$ cat src/rtl/rr_arbiter8way16_pkg.sv
// Shared sizing and state encoding for the 8-way round-robin arbiter.
package rr_arbiter8way16_pkg;

    localparam int N_REQ = 8;
    localparam int WIDTH = 16;
    localparam int IDX_W = 3;

    typedef enum logic {
        IDLE = 1'b0,
        HOLD = 1'b1
    } state_t;

endpackage

$ cat src/rtl/Mux8Way16.sv
// 8-way 16-bit word multiplexer: out = {a..h}[sel].
module Mux8Way16 (
    input  logic [15:0] a,
    input  logic [15:0] b,
    input  logic [15:0] c,
    input  logic [15:0] d,
    input  logic [15:0] e,
    input  logic [15:0] f,
    input  logic [15:0] g,
    input  logic [15:0] h,
    input  logic [2:0]  sel,
    output logic [15:0] out
);

    always_comb begin
        unique case (sel)
            3'd0:    out = a;
            3'd1:    out = b;
            3'd2:    out = c;
            3'd3:    out = d;
            3'd4:    out = e;
            3'd5:    out = f;
            3'd6:    out = g;
            default: out = h;
        endcase
    end

endmodule

$ cat src/rtl/rr_pick.sv
// Circular priority search: first set request strictly after ptr_i, wrapping 7->0.
module rr_pick
    import rr_arbiter8way16_pkg::*;
(
    input  logic [0:N_REQ-1] req_i,
    input  logic [IDX_W-1:0] ptr_i,
    output logic             found_o,
    output logic [IDX_W-1:0] idx_o
);

    logic [IDX_W-1:0] cand;

    // Walk from farthest to nearest so the nearest hit after ptr_i wins.
    always_comb begin
        found_o = 1'b0;
        idx_o   = '0;
        cand    = '0;
        for (int k = N_REQ; k >= 1; k--) begin
            cand = ptr_i + IDX_W'(k);
            if (req_i[cand]) begin
                found_o = 1'b1;
                idx_o   = cand;
            end
        end
    end

endmodule

$ cat src/rtl/rr_arbiter8way16.sv
// Round-robin arbiter: captures one requester word per slot into a
// registered valid/ready output stage, acking the requester combinationally.
module rr_arbiter8way16 #(
    parameter int WIDTH     = 16,
    parameter int RESET_PTR = 7
) (
    input  logic                                   clock,
    input  logic                                   reset,
    input  logic [0:rr_arbiter8way16_pkg::N_REQ-1] req,
    input  logic [0:WIDTH-1]                       in0,
    input  logic [0:WIDTH-1]                       in1,
    input  logic [0:WIDTH-1]                       in2,
    input  logic [0:WIDTH-1]                       in3,
    input  logic [0:WIDTH-1]                       in4,
    input  logic [0:WIDTH-1]                       in5,
    input  logic [0:WIDTH-1]                       in6,
    input  logic [0:WIDTH-1]                       in7,
    output logic [0:rr_arbiter8way16_pkg::N_REQ-1] ack,
    output logic [0:WIDTH-1]                       out,
    output logic [0:rr_arbiter8way16_pkg::IDX_W-1] sel,
    output logic                                   valid,
    input  logic                                   ready
);

    import rr_arbiter8way16_pkg::*;

    state_t           stateQ, stateD;
    logic [IDX_W-1:0] ptrQ, ptrD;
    logic [IDX_W-1:0] selQ, selD;
    logic [WIDTH-1:0] outQ, outD;
    logic             pickFound;
    logic [IDX_W-1:0] pickIdx;
    logic [15:0]      muxWord;
    logic             captureSlot;

    rr_pick uPick (
        .req_i   (req),
        .ptr_i   (ptrQ),
        .found_o (pickFound),
        .idx_o   (pickIdx)
    );

    Mux8Way16 uMux (
        .a   (in0),
        .b   (in1),
        .c   (in2),
        .d   (in3),
        .e   (in4),
        .f   (in5),
        .g   (in6),
        .h   (in7),
        .sel (pickIdx),
        .out (muxWord)
    );

    // Ready only matters while a word is held; an empty stage always accepts.
    assign captureSlot = (stateQ == IDLE) || ready;

    always_comb begin
        stateD = stateQ;
        ptrD   = ptrQ;
        selD   = selQ;
        outD   = outQ;
        ack    = '0;
        if (!reset && captureSlot) begin
            if (pickFound) begin
                stateD       = HOLD;
                ptrD         = pickIdx;
                selD         = pickIdx;
                outD         = muxWord;
                ack[pickIdx] = 1'b1;
            end else begin
                stateD = IDLE;
            end
        end
    end

    always_ff @(posedge clock) begin
        if (reset) begin
            stateQ <= IDLE;
            ptrQ   <= IDX_W'(RESET_PTR);
            selQ   <= '0;
            outQ   <= '0;
        end else begin
            stateQ <= stateD;
            ptrQ   <= ptrD;
            selQ   <= selD;
            outQ   <= outD;
        end
    end

    assign valid = (stateQ == HOLD);
    assign out   = outQ;
    assign sel   = selQ;

endmodule

$ cat config.mk
export PLATFORM = sky130hd
export DESIGN_NAME = rr_arbiter8way16
export DESIGN_NICKNAME = d
export VERILOG_FILES = /design/src/rtl/rr_arbiter8way16_pkg.sv /design/src/rtl/Mux8Way16.sv /design/src/rtl/rr_pick.sv /design/src/rtl/rr_arbiter8way16.sv
export SDC_FILE = /design/constraint.sdc
export NUM_CORES = 1
export LEC_CHECK = 0
export CAP_MARGIN = 40
export CORE_UTILIZATION = 45
export DETAILED_ROUTE_END_ITERATION = 8
export DONT_BUFFER_PORTS = 1
export GPL_TIMING_DRIVEN = 0
export SYNTH_ARGS = -nofsm -noshare
export SYNTH_HDL_FRONTEND = slang
export SYNTH_SLANG_ARGS = --single-unit
export TNS_END_PERCENT = 1
$ cat constraint.sdc
create_clock -name clock -period 4.7 [get_ports clock]
set_input_delay 0.94 -clock clock [delete_from_list [all_inputs] [get_ports clock]]
set_output_delay 0.94 -clock clock [all_outputs]
set_load 0.03 [all_outputs]
==> results.py <==
metrics = {
    "run_status": {
        "status": "complete, no violations",
    },
    "worst_setup_path": {
        "path_cells": "buf_6 -> clkinvlp_4 -> clkbuf_16 -> ha_1 -> buf_6 -> buf_4 -> mux2i_4 -> mux2i_2 -> o211a_1 -> a211o_1 -> a21oi_4 -> mux2_4 -> nor3_4",
        "arrival_ns": 3.67,
        "endpoint_kind": "output pin",
        "worst_setup_path_start_kind": "flip-flop",
        "r2r_start": "ptrQ[0]",
        "startpoint": "ptrQ[0]",
        "worst_path_max_delay_cell": "mux2_4",
        "crit_path_max_fanout": 11,
        "max_stage_delay_ns": 0.39,
        "worstSetupPathType": "flip-flop to output pin",
        "required_ns": 3.76,
        "path_common_cell": "buf_6",
        "endpoint": "ack[6]",
        "reg2reg_depth": 17,
        "r2r_end": "out[1]",
        "r2r_setup_slack_ns": 0.23,
    },
    "synthesis": {
        "syn-cell-area_um2": 3310,
        "syn_inst": 410,
        "ys_top_cells_by_area": "dfxtp_1, mux2i_1, mux4_2",
        "ys_seq_area_share_pct": 13.9,
        "synth_edf_count": 0,
        "post_synth.cell_area_avg_um2": 8.06,
        "synth_flop_cell": "dfxtp_1",
        "yosys.area.top_type": "dfxtp_1",
        "synth_nets": 551,
        "ys_warn_count": 0,
        "synthDistinctLibCells": 65,
        "synth_top_cell_area_share_pct": 13.9,
        "synth_seq_cells": 23,
        "async_reset_ff_share_pct": 0,
    },
    "final_layout": {
        "final_area_um2": 4010,
        "drive_above_1_share_pct": 26.5,
        "final_util_pct": 57.7,
        "final_cell_mix": "buf_4, o21ai_0, mux2i_1",
        "antenna_cells": 0,
        "fin_cells": 538,
        "nNetsFinal": 584,
        "area_delta_synth_final_pct": 21.2,
    },
    "timing": {
        "period_share_pct": 98.0,
        "report.final.slew_viol_count": 0,
        "max_clock_freq_ghz": 0.217,
        "relSlewSlack_pct": 55.1,
        "setup_viol": 0,
        "fin_crit_ns": 4.61,
        "hold_violations": 0,
        "worst_slack_ns": 0.0942,
        "tightest_slew_ns": 0.669,
        "clock_skew_ns": 0.00133,
    },
    "die": {
        "core-area_um2": 6940,
        "dieArea_um2": 7690,
        "io_pins": 167,
        "rows": 30,
        "start_util_pct": 47.6,
        "die_w_um": 87.7,
        "die_y_um": 87.7,
    },
    "detailed_routing": {
        "via_count": 3761,
        "initialDrtViolationCount": 296,
        "post_drt_wl_per_cell_um": 23.6,
        "wirelength_um": 12700,
        "drc": 0,
        "vias_per_cell": 6.99,
        "drt_first_pass_iters": 4,
        "final_antenna_net_count": 0,
    },
    "clock_tree": {
        "cts.sinks": 23,
        "cts_root_buffer": "clkbuf_8",
        "insertion_delay_ns": 0.27,
        "h-tree-depth": 1,
        "cts_hold_buffers": 0,
        "clk_path_buf_depth": 2,
        "cts_tree": "built",
        "clk_pin_slew_worst_paths_ns": 0.09,
        "cts_buffers": 3,
    },
    "worst_hold_path": {
        "hp-class": "flip-flop to flip-flop",
    },
    "placed_design": {
        "place.gp.congestion": 0.848,
        "dpl_cell_area_um2": 3520,
        "dp.cells": 506,
        "hpwl_um": 9280,
        "io_buffers": 0,
        "pre_cts_slack_ns": -0.629,
    },
    "global_routing": {
        "antenna_found_initial": 0,
        "overflow": 0,
        "grt_max_degree": 19,
        "grt_usage_pct": 30.7,
        "grt_pass1_vias": 3329,
        "grt_pass1_wl_um": 18100,
    },
    "flow_run": {
        "drv_cap": 0,
    },
}
## cell families (layout without fill, tap and decap cells)
logic type,Yosys count,after routing,share of synthesized area (%)
xor gates and xnor gates,4,4,1.63
DFF,23,23,13.9
AOI/OAI and AO/OA,170,170,39.9
buffers and inverters,41,72,6.59
adders and majority gates,2,2,0.757
and+or+nand+nor,120,120,17.5
muxes,50,51,19.7
## cells in the mapped netlist (8+ instances only)
| master | instances |
|---|---|
| a32o_1 | 9 |
| nand2_1 | 33 |
| a2bb2oi_1 | 9 |
| nand3_1 | 27 |
| a221oi_1 | 9 |
| dfxtp_1 | 23 |
| mux2i_1 | 34 |
| mux4_2 | 10 |
| nor2_1 | 16 |
| a211oi_1 | 23 |
| o211a_1 | 8 |
| a311oi_1 | 8 |
| nor3_1 | 17 |
| o21ai_1 | 9 |
| and3_1 | 10 |
| a21oi_1 | 15 |
| a31oi_1 | 8 |
| o21ai_0 | 33 |
| clkbuf_1 | 20 |
## sequential cells by signal, summed over array words and instances, names as in the netlist
signal	count
out	16
ptrQ	3
sel	3
valid	1
## area by class of cell
type,instances,area [um^2]
tap,96,120
inverter,5,22.5
clock inverter,1,5.00
buffer,30,209
clock buffer,3,41.3
multi-input combinational,347,2880
fill,651,2940
sequential,23,462
timing repair buffer,33,264
## what timing repair did
action / CTS / global route
endpoints found under the setup margin: 24 / 8
gates cloned: 0 / 1
setup buffers: 16 / 17
pin swaps: 13 / 20
gates resized for setup: 25 / 20
## per-layer routing
| layer | wire length (um) | vias up | GRT usage (%) |
|---|---|---|---|
| met4 | 270 | 0 | 6.26 |
| met2 | 6140 | 202 | 49.7 |
| met3 | 1250 | 22 | 8.29 |
| li1 | - | 1719 | - |
| met5 | 0 | - | 0 |
| met1 | 5060 | 1818 | 41.0 |
## stage by stage
| stage | TNS (ns) | hold slack (ns) |
|---|---|---|
| final | 0 | 0.605 |
| after global routing | -0.0956 | 0.636 |
| after CTS | 0 | 0.610 |
| after detailed placement | -6.56 | 0.595 |
| after global placement | -5.55 | 0.590 |
| after floorplan | 0 | 0.570 |
## worst max-delay path, delay by kind of cell (launching register included)
family,cells,cell delay [ns]
flip-flops,1,0.35
AO/OA/AOI/OAI,3,0.82
multiplexers,3,0.78
adder cells (fa/ha/maj),1,0.28
AND/OR/NAND/NOR,1,0.38
buffers and inverters,5,0.74
## worst min path at each step
| stage | from | end | slack, ns | cells after the start |
|---|---|---|---|---|
| 3_3_place_gp | out[2] | out[2] | 0.59 | 2 |
| 4_1_cts | out[8] | out[8] | 0.61 | 2 |
| 2_1_floorplan | sel[0] | sel[0] | 0.57 | 2 |
| 6_report | out[8] | out[8] | 0.60 | 2 |
| 5_1_grt | out[5] | out[5] | 0.64 | 2 |
| 3_5_place_dp | out[8] | out[8] | 0.59 | 2 |
Power is left out: the tool's default activity adds up to more than one toggle a clock period on the data nets, which glitch-free logic cannot reach.
